## src/rtl/alu_pkg.sv

```systemverilog
// Shared ALU definitions: control-code encodings, shifter modes, execute FSM states.
// Latency: n/a (constants and types only).
// Backpressure: n/a.
package alu_pkg;

  // alu_ctrl encodings, also produced by the ALU decoder
  localparam logic [3:0] ALU_AND  = 4'b0000;
  localparam logic [3:0] ALU_OR   = 4'b0001;
  localparam logic [3:0] ALU_ADD  = 4'b0010;
  localparam logic [3:0] ALU_SRA  = 4'b0011;
  localparam logic [3:0] ALU_SUB  = 4'b0110;
  localparam logic [3:0] ALU_SLT  = 4'b0111;
  localparam logic [3:0] ALU_SLL  = 4'b1000;
  localparam logic [3:0] ALU_SRL  = 4'b1001;
  localparam logic [3:0] ALU_XOR  = 4'b1010;
  localparam logic [3:0] ALU_GE   = 4'b1011;
  localparam logic [3:0] ALU_GEU  = 4'b1101;
  localparam logic [3:0] ALU_EQ   = 4'b1110;
  localparam logic [3:0] ALU_SLTU = 4'b1111;

  // Serial shifter direction / fill select
  localparam logic [1:0] SH_SLL = 2'd0;
  localparam logic [1:0] SH_SRL = 2'd1;
  localparam logic [1:0] SH_SRA = 2'd2;

  typedef enum logic [1:0] {
    ST_IDLE  = 2'd0,
    ST_SHIFT = 2'd1,
    ST_DONE  = 2'd2
  } state_t;

  function automatic logic is_shift_op(input logic [3:0] ctrl);
    return (ctrl == ALU_SLL) || (ctrl == ALU_SRL) || (ctrl == ALU_SRA);
  endfunction

endpackage

```

## src/rtl/alu_shift_serial.sv

```systemverilog
// Serial 1-bit-per-cycle shifter: loads operand and count, shifts once per cycle until count hits 0.
// Latency: shamt cycles after load; data_out is the value after the current cycle's shift.
// Backpressure: none; the owner loads only when idle and watches last/busy.
module alu_shift_serial
  import alu_pkg::*;
#(
  parameter int XLEN = 32,
  parameter int SHW  = $clog2(XLEN)
) (
  input  logic            clk,
  input  logic            reset,
  input  logic            load,
  input  logic [SHW-1:0]  shamt,
  input  logic [XLEN-1:0] data_in,
  input  logic [1:0]      mode,
  output logic            busy,
  output logic            last,
  output logic [XLEN-1:0] data_out
);

  logic [XLEN-1:0] r_data;
  logic [SHW-1:0]  r_count;
  logic [1:0]      r_mode;
  logic            r_fill;
  logic [XLEN-1:0] w_step;

  // One-position shift of the held value; SRA fills with the sign captured at load
  always_comb begin
    w_step = r_data;
    case (r_mode)
      SH_SLL:  w_step = {r_data[XLEN-2:0], 1'b0};
      SH_SRL:  w_step = {1'b0, r_data[XLEN-1:1]};
      default: w_step = {r_fill, r_data[XLEN-1:1]};
    endcase
  end

  // Load on request, otherwise shift and count down while work remains
  always_ff @(posedge clk) begin
    if (reset) begin
      r_data  <= '0;
      r_count <= '0;
      r_mode  <= SH_SLL;
      r_fill  <= 1'b0;
    end else if (load) begin
      r_data  <= data_in;
      r_count <= shamt;
      r_mode  <= mode;
      r_fill  <= (mode == SH_SRA) & data_in[XLEN-1];
    end else if (r_count != '0) begin
      r_data  <= w_step;
      r_count <= r_count - SHW'(1);
    end
  end

  assign busy     = (r_count != '0);
  assign last     = (r_count == SHW'(1));
  assign data_out = w_step;

endmodule

```

## src/rtl/alu_exec_mc.sv

```systemverilog
// Multi-cycle EX unit: single-cycle logic/arith/compare ops, serial shifts, registered result.
// Latency: 1 cycle for non-shift ops and shift-by-0, 1+shamt cycles for shifts.
// Backpressure: valid/ready both sides; accepts only in IDLE, holds result in DONE until out_ready.
module alu_exec_mc
  import alu_pkg::*;
#(
  parameter int XLEN = 32,
  localparam int SHW = $clog2(XLEN)
) (
  input  logic            clk,
  input  logic            reset,
  input  logic            in_valid,
  output logic            in_ready,
  input  logic [3:0]      alu_ctrl,
  input  logic [XLEN-1:0] op_a,
  input  logic [XLEN-1:0] op_b,
  input  logic            flush,
  output logic            out_valid,
  input  logic            out_ready,
  output logic [XLEN-1:0] result,
  output logic            zero
);

  state_t          r_state;
  state_t          w_state_nxt;
  logic [XLEN-1:0] r_result;
  logic [XLEN-1:0] w_alu;
  logic [XLEN-1:0] w_res_d;
  logic            w_res_we;
  logic            w_load;
  logic            w_accept;
  logic            w_is_shift;
  logic [SHW-1:0]  w_shamt;
  logic [1:0]      w_mode;
  logic            w_sh_clr;
  logic            w_sh_busy;
  logic            w_sh_last;
  logic [XLEN-1:0] w_sh_data;

  assign w_accept   = in_valid & in_ready & ~flush;
  assign w_is_shift = is_shift_op(alu_ctrl);
  assign w_shamt    = op_b[SHW-1:0];
  assign w_mode     = (alu_ctrl == ALU_SLL) ? SH_SLL :
                      (alu_ctrl == ALU_SRL) ? SH_SRL : SH_SRA;
  // A flush abandons any shift in progress so the counter is idle on return to IDLE
  assign w_sh_clr   = reset | flush;

  alu_shift_serial #(.XLEN(XLEN), .SHW(SHW)) u_shift (
    .clk      (clk),
    .reset    (w_sh_clr),
    .load     (w_load),
    .shamt    (w_shamt),
    .data_in  (op_a),
    .mode     (w_mode),
    .busy     (w_sh_busy),
    .last     (w_sh_last),
    .data_out (w_sh_data)
  );

  // Single-cycle ops; unlisted codes produce 0
  always_comb begin
    w_alu = '0;
    case (alu_ctrl)
      ALU_AND:  w_alu = op_a & op_b;
      ALU_OR:   w_alu = op_a | op_b;
      ALU_XOR:  w_alu = op_a ^ op_b;
      ALU_ADD:  w_alu = op_a + op_b;
      ALU_SUB:  w_alu = op_a - op_b;
      ALU_SLT:  w_alu = {{(XLEN-1){1'b0}}, ($signed(op_a) < $signed(op_b))};
      ALU_SLTU: w_alu = {{(XLEN-1){1'b0}}, (op_a < op_b)};
      ALU_GE:   w_alu = {{(XLEN-1){1'b0}}, ($signed(op_a) >= $signed(op_b))};
      ALU_GEU:  w_alu = {{(XLEN-1){1'b0}}, (op_a >= op_b)};
      ALU_EQ:   w_alu = {{(XLEN-1){1'b0}}, (op_a == op_b)};
      default:  w_alu = '0;
    endcase
  end

  // Next state, shifter load and result-register write enable; flush overrides all
  always_comb begin
    w_state_nxt = r_state;
    w_load      = 1'b0;
    w_res_we    = 1'b0;
    w_res_d     = w_alu;
    case (r_state)
      ST_IDLE: begin
        if (w_accept) begin
          if (w_is_shift && (w_shamt != '0)) begin
            w_load      = 1'b1;
            w_state_nxt = ST_SHIFT;
          end else begin
            w_res_we    = 1'b1;
            w_res_d     = w_is_shift ? op_a : w_alu;
            w_state_nxt = ST_DONE;
          end
        end
      end
      ST_SHIFT: begin
        // Final shift lands in the result register on the same edge the count reaches 0
        if (w_sh_last) begin
          w_res_we    = 1'b1;
          w_res_d     = w_sh_data;
          w_state_nxt = ST_DONE;
        end else if (!w_sh_busy) begin
          // Shifter idle without a final step: nothing to wait for, recover to IDLE
          w_state_nxt = ST_IDLE;
        end
      end
      ST_DONE: begin
        if (out_ready) w_state_nxt = ST_IDLE;
      end
      default: w_state_nxt = ST_IDLE;
    endcase
    if (flush) begin
      w_state_nxt = ST_IDLE;
      w_load      = 1'b0;
      w_res_we    = 1'b0;
    end
  end

  // State and result registers
  always_ff @(posedge clk) begin
    if (reset) begin
      r_state  <= ST_IDLE;
      r_result <= '0;
    end else begin
      r_state <= w_state_nxt;
      if (w_res_we) r_result <= w_res_d;
    end
  end

  assign in_ready  = (r_state == ST_IDLE);
  assign out_valid = (r_state == ST_DONE);
  assign result    = r_result;
  assign zero      = (r_result == '0);

endmodule

```

## config.mk

```make
export PLATFORM = sky130hd
export DESIGN_NAME = alu_exec_mc
export DESIGN_NICKNAME = d
export VERILOG_FILES = /design/src/rtl/alu_pkg.sv /design/src/rtl/alu_shift_serial.sv /design/src/rtl/alu_exec_mc.sv
export SDC_FILE = /design/constraint.sdc
export NUM_CORES = 1
export LEC_CHECK = 0
export CAP_MARGIN = 15
export CORE_UTILIZATION = 40
export DETAILED_ROUTE_END_ITERATION = 7
export RECOVER_POWER = 50
export SLEW_MARGIN = 20
export SYNTH_ARGS = -nofsm -noshare
export SYNTH_HDL_FRONTEND = slang
export SYNTH_SLANG_ARGS = --single-unit
```

## constraint.sdc

```tcl
create_clock -name clk -period 3.9 [get_ports clk]
set_input_delay 0.585 -clock clk [delete_from_list [all_inputs] [get_ports clk]]
set_output_delay 0.585 -clock clk [all_outputs]
set_load 0.01 [all_outputs]
```

After elaboration in Yosys (flattened, before gate mapping):

Index checks and enable logic that the tools add are counted.

* $add $sub $neg: 3
* order comparisons: 4
* equal/unequal tests: 21
* multiplexer cells: 28
* bitwise logic cells: 8
* reductions and logical operators: 12

Operators by type and width (number)
* $pmux 32 s10: 1
* $mux 32: 6
* $pmux 32 s2: 2
* $ge 32x32->1: 2
* $lt 32x32->1: 2
* $add 32x32->32: 1
* $and 32x32->32: 1
* $eq 32x32->1: 1
* $logic_not 32->1: 1
* $or 32x32->32: 1
* $sub 32x32->32: 1
* $xor 32x32->32: 1
* $eq 4x4->1 const B: 7
* $mux 2: 7
* $mux 5: 2
* $reduce_bool 5->1: 2
* $eq 4x2->1 const B: 2
* $eq 4x3->1 const B: 2
* $mux 1: 8
* $pmux 2 s3: 1
* $eq 5x1->1 const B: 1
* $sub 5x1->5 const B: 1
* $eq 2x1->1 const B: 2
* $eq 2x2->1 const B: 2
* other kinds (14): 19

* flip-flop bits (word level): 74
* bits of input ports: 73
* output and inout port bits: 35
* word-level logic and storage cells: 82

Logic depth before layout (Yosys ltp):

* word-level depth: 9
* mapped depth: 13

By module:

From an unflattened synthesis, not the netlist that was laid out.

* cell total of the unflattened synthesis: 1260
* area, all modules: 9400.3 um^2

By module, submodules not included
* alu_exec_mc: times used 1, cells each 1066, area an instance 7340.8 um^2, sequential area each 680.7 um^2
* alu_shift_serial: times used 1, cells each 194, area an instance 2059.5 um^2, sequential area each 800.8 um^2

Worst setup path after synthesis:

Ideal clock, no wire load.

* kind: input to register
* from: in op_b[2]
* to: reg r_result[0], in the netlist result[0]
* setup time: 0.142 ns
* arrival: 3.308 ns
* required time: 3.758 ns
* slack: 0.450 ns
* stages: 12
* path buffers: 1
* cell sequence: inv_1 ha_1 buf_4 o21bai_2 a221o_1 o41a_1 a211o_1 a211o_1 a21o_1 o311a_1 o31ai_1 a311oi_1

* cells in the longest elaborated chain, start to end: 6
* elaborated cells on any way between the ends: 17

RTL lines
* start, declared: line alu_exec_mc.sv:16 `input logic [XLEN-1:0] op_b,`
* $ge 32x32->1, or another cell as far along: line alu_exec_mc.sv:72 `ALU_GEU: w_alu = {{(XLEN-1){1'b0}}, (op_a >= op_b)};`
* $pmux 32 s10 / $logic_and 1x1->1 (equally long branches): line alu_exec_mc.sv:63, alu_exec_mc.sv:87
* $mux 32 / $mux 1 (equally long branches): line alu_exec_mc.sv:92, alu_exec_mc.sv:87
* $mux 32 / $mux 1 (equally long branches): line alu_exec_mc.sv:87, alu_exec_mc.sv:86
* $mux 32 / $pmux 1 s2 (equally long branches): line alu_exec_mc.sv:86, alu_exec_mc.sv:84
* $pmux 32 s2 / $mux 1 (equally long branches): line alu_exec_mc.sv:84, alu_exec_mc.sv:113
* end signal, assigned: line alu_exec_mc.sv:127 `if (w_res_we) r_result <= w_res_d;`
* end, declared: line alu_exec_mc.sv:26 `logic [XLEN-1:0] r_result;`

Parallel ways exist; a longest one is shown, timed or not.
A chain may end at the register's enable or synchronous reset.

Worst setup path in the final report:

* from: in op_b[5]
* to: reg r_result[0], in the netlist result[0]

* cells in the longest elaborated chain, start to end: 6
* elaborated cells on any way between the ends: 11

RTL lines
* $ge 32x32->1, or another cell as far along: line alu_exec_mc.sv:72
* $pmux 32 s10 *: line alu_exec_mc.sv:63 `case (alu_ctrl)`
* $mux 32: line alu_exec_mc.sv:92 `w_res_d = w_is_shift ? op_a : w_alu;`
* $mux 32: line alu_exec_mc.sv:87 `if (w_is_shift && (w_shamt != '0)) begin`
* $mux 32: line alu_exec_mc.sv:86 `if (w_accept) begin`
* $pmux 32 s2 *: line alu_exec_mc.sv:84 `case (r_state)`

Mark *: on every way between the ends. The rest lies on a longest branch, timed or not.

==> summary.md <==
| Metric | Value |
|---|---|
| Total Nets Final | `1772` |
| Endpoint of the most critical register-to-register path | `result[21]$_SDFFE_PP0P_` |
| Die height | `approximately 150 um` |
| Critical hold path startpoint | `u_shift.r_fill$_SDFFE_PP0P_` |
| Initial cell density of the core | `40.70%` |
| Number of max-cap violations | `0` |
| Worst setup slack for register-to-register paths | `1.10 ns` |
| Average routed wire per standard cell | `about 21 um` |
| Layout Utilization | `55.57%` |
| GR Overflow Total | `0` |
| Post-Synthesis Cells | `1342` |
| Row cnt | `55` |
| Post-route non-filler standard cell count | `1888` |
| Area of the mapped netlist | `9186 um^2` |
| Floorplan die area | `between 20000 and 25000 um^2` |
| Setup crit start kind | `input port` |
| Biggest cell delay along the critical path | `around 0.52 ns` |
| Area contributors post-synth | `sky130_fd_sc_hd__dfxtp_1 16%, sky130_fd_sc_hd__ha_1 13%, sky130_fd_sc_hd__nor2_1 8.5%, sky130_fd_sc_hd__a21oi_1 7.3%, sky130_fd_sc_hd__a211oi_1 4.6%` |
| Total Negative Setup Slacks | `0 ns` |
| Clock latency on the worst-skew pair | `roughly 0.35 ns` |
| Post-layout minimum cycle time | `~3.8 ns` |
| Number of cells in the design after placement | `1871` |
| Pre-antenna DRT Iters | `8` |
| Part of the cycle the worst path needs | `97.52%` |
| Count of cell types in the netlist | `70` |
| Vias after detailed routing | `between 10000 and 15000` |
| Post-synth ARST share | `0%` |
| Layout cell share with drive strength beyond 1 | `a little under a fifth` |
| F_max | `262.9 MHz` |
| Cell type with the largest total area after synthesis | `sky130_fd_sc_hd__dfxtp_1` |
| CP delay by family, top | `compound AO/OA/AOI/OAI gates` |
| Worst Skew | `0.01027 ns` |
| Clock slew at the register clock pins of the worst setup and hold paths | `approximately 0.070 ns` |
| RR Startpoint | `u_shift.r_count[2]$_SDFFE_PP0P_` |
| Placeable core area | `about 23000 um^2` |
| Mean instance size in the synthesized netlist | `6.845 um^2` |
| Number of global-route vias before repair | `approximately 11000` |
| Fin Hold WS | `around 0.46 ns` |
| Top Ports | `around 110` |
| Detailed-route DRC error count | `3` |
| Type of the worst setup path | `in2reg` |
| Combined buffer and inverter count along the critical path | `2` |
| Leakage power summed over all cells | `5.557 nW` |
| Routed vias/inst | `about 6.0` |
| Clock sink count | `74` |
| Antenna Violating Nets Remaining | `0` |
| Most common flop cell mapped by yosys | `sky130_fd_sc_hd__dfxtp_1` |
| Detailed router's first-iteration violation count | `~860` |
| Peak supply drop | `approximately 0.00023 V` |
| WHS Path Cells | `2` |
| Number of buffers on the longest clock path | `2` |
| Synth Register Bits | `74` |
| Number of buffers added by the clock tree synthesis step | `9` |
| Detailed placer's ending HPWL | `~31000 um` |
| Worst hold path class | `reg2reg` |
| Wire length after detailed routing | `~40000 um` |
| Clk Tree Root Cell | `sky130_fd_sc_hd__clkbuf_16` |
| DIE WIDTH | `between 150 and 200 um` |
| Sort of element at the end of the critical path | `flop` |
| Number of nets in the synthesized netlist | `roughly 1500` |
| Arrival time at the worst endpoint | `between 4 and 5 ns` |
| Violations in the final reports | `DRC` |
| Yosys warnings | `0` |
| Total of hold buffers inserted after clock tree synthesis | `0` |
| CTS tree | `yes` |
| Number of pins exceeding their max-slew limit in the final report | `0` |
| Cell Pwr Density | `around 280 nW/um^2` |
| Count of endpoints failing setup in the final report | `0` |
| Proportion of synthesized chip area in sequential cells | `approximately 16%` |
| Maximum fanout encountered on the critical timing path | `6` |
| Global routing usage summed across all routing layers | `33.00%` |
| Initial antenna violation count | `0` |
| Terminating pin of the worst hold path | `u_shift.r_fill$_SDFFE_PP0P_` |
| Number of flops mapped to enable cells by yosys | `0` |
| Slew at the pin with the worst max-slew slack | `between 1 and 1.5 ns` |
| Final Hold Viols | `0` |
| Level count of the clock H-tree | `3` |
| Data required time of the critical path | `a little over 4 ns` |
| Cells on worst reg2reg path | `9` |
| Most frequent cell after synthesis | `sky130_fd_sc_hd__nor2_1` |
| Area overhead of the layout relative to synthesis | `36.53%` |
| Run status | `complete, but fails checks` |
| Most frequent cells after synthesis | `208 x sky130_fd_sc_hd__nor2_1, 134 x sky130_fd_sc_hd__a21oi_1, 105 x sky130_fd_sc_hd__inv_1` |
| Chain of cells forming the critical path | `clkdlybuf4s50_1 > inv_1 > ha_4 > nor3_1 > a221o_1 > o41a_1 > a211o_1 > a211o_4 > a21o_4 > o311a_1 > o31ai_1 > a311oi_1` |
| Routability congestion estimate | `approximately 1.0` |
| Max_slew headroom | `roughly 16%` |
| Portion of synthesized cell area occupied by the leading cell type | `16.13%` |
| Number of input and output port buffers inserted | `107` |
| Master of the slowest instance on the critical path | `sky130_fd_sc_hd__clkdlybuf4s50_1` |
| Wire length of the first global-routing pass | `approximately 60000 um` |
| Antenna diodes | `0` |
| Pin count of the biggest net entering global routing | `64` |
[cells in the final DEF, fill, tap and decap left out, types with 36 or more instances in the layout]
master / instances
sky130_fd_sc_hd__mux2i_1: 36
sky130_fd_sc_hd__a21oi_1: 133
sky130_fd_sc_hd__a211oi_1: 55
sky130_fd_sc_hd__dfxtp_1: 74
sky130_fd_sc_hd__nand2_1: 81
sky130_fd_sc_hd__nor2_1: 205
sky130_fd_sc_hd__ha_1: 93
sky130_fd_sc_hd__o21ai_0: 67
sky130_fd_sc_hd__dlygate4sd3_1: 36
sky130_fd_sc_hd__inv_1: 105
sky130_fd_sc_hd__buf_4: 228
sky130_fd_sc_hd__clkdlybuf4s50_1: 67
[registers in the layout (all words and copies together), names as in the netlist]
name and cells:
u_shift.r_data 32, u_shift.r_fill 1, r_state 2, u_shift.r_count 5
u_shift.r_mode 2, result 32
[logic make-up after synthesis]
family                   Yosys count  synth area share [%]
AO/OA/AOI/OAI                    471                 34.21
AND/OR/NAND/NOR                  445                 21.93
buffers and inverters            200                 8.349
adder cells (fa/ha/maj)          101                 13.92
flip-flops                        74                 16.13
multiplexers                      40                 4.413
XOR/XNOR                          11                 1.049
[cell type report]
cell class	instances	area, um^2
Inverter	106	397.9
Tap cell	285	356.6
Multi-Input combinational cell	1068	7141
Fill cell	2275	10030
Clock inverter	7	83.83
Timing Repair Buffer	339	2856
Clock buffer	9	225.2
Sequential cell	74	1481
[worst max path at each step]
stage	startpoint	end	slack, ns	cells past startpoint
6_report	op_b[5]	result[0]$_SDFFE_PP0P_	0.1	12
3_5_place_dp	op_b[0]	result[0]$_SDFFE_PP0P_	-0.32	12
2_1_floorplan	op_b[2]	result[0]$_SDFFE_PP0P_	0.45	12
5_1_grt	op_b[9]	result[28]$_SDFFE_PP0P_	-0.06	16
4_1_cts	op_a[0]	result[28]$_SDFFE_PP0P_	0.03	16
3_3_place_gp	op_a[0]	result[28]$_SDFFE_PP0P_	-0.27	16
[per-stage QoR]
step           setup slack, ns  total power [mW]  cell area [um^2]
6_report               0.09686             3.473             12540
5_1_grt               -0.06174             3.661             12540
4_1_cts                0.02913             3.423             12360
3_5_place_dp           -0.3240             2.513             12060
3_3_place_gp           -0.2697             2.504             12050
2_1_floorplan           0.4501             1.795              9186
[power by group]
group | total [mW] | switching [mW] | internal [mW]
combinational | 1.68 | 0.931 | 0.746
sequential | 0.879 | 0.0623 | 0.817
clock | 0.918 | 0.408 | 0.510
[worst register-to-register path, delay by kind of cell (launching register included)]
| kind | cells | cell delay (ns) |
|---|---|---|
| AND/OR/NAND/NOR | 3 | 1.11 |
| AO/OA/AOI/OAI | 4 | 0.81 |
| buffers and inverters | 2 | 0.42 |
| flip-flops | 1 | 0.35 |
[metal layers]
layer  GRT usage, %  wire, um  up-vias
li1               -         -     5434
met1          41.08     16370     5247
met2          55.24     18300      521
met3          4.961      2701      109
met4          16.81      2160        0
met5              0         0        -
[timing repair]
| action | 4_1_cts | 5_1_grt |
|---|---|---|
| buffers inserted | 0 | 1 |
| resized for setup | 0 | 37 |
| hold endpoints to repair | 0 | 0 |
| setup endpoints to repair | 0 | 15 |
Note: power is estimated with default switching activity, not from simulation.
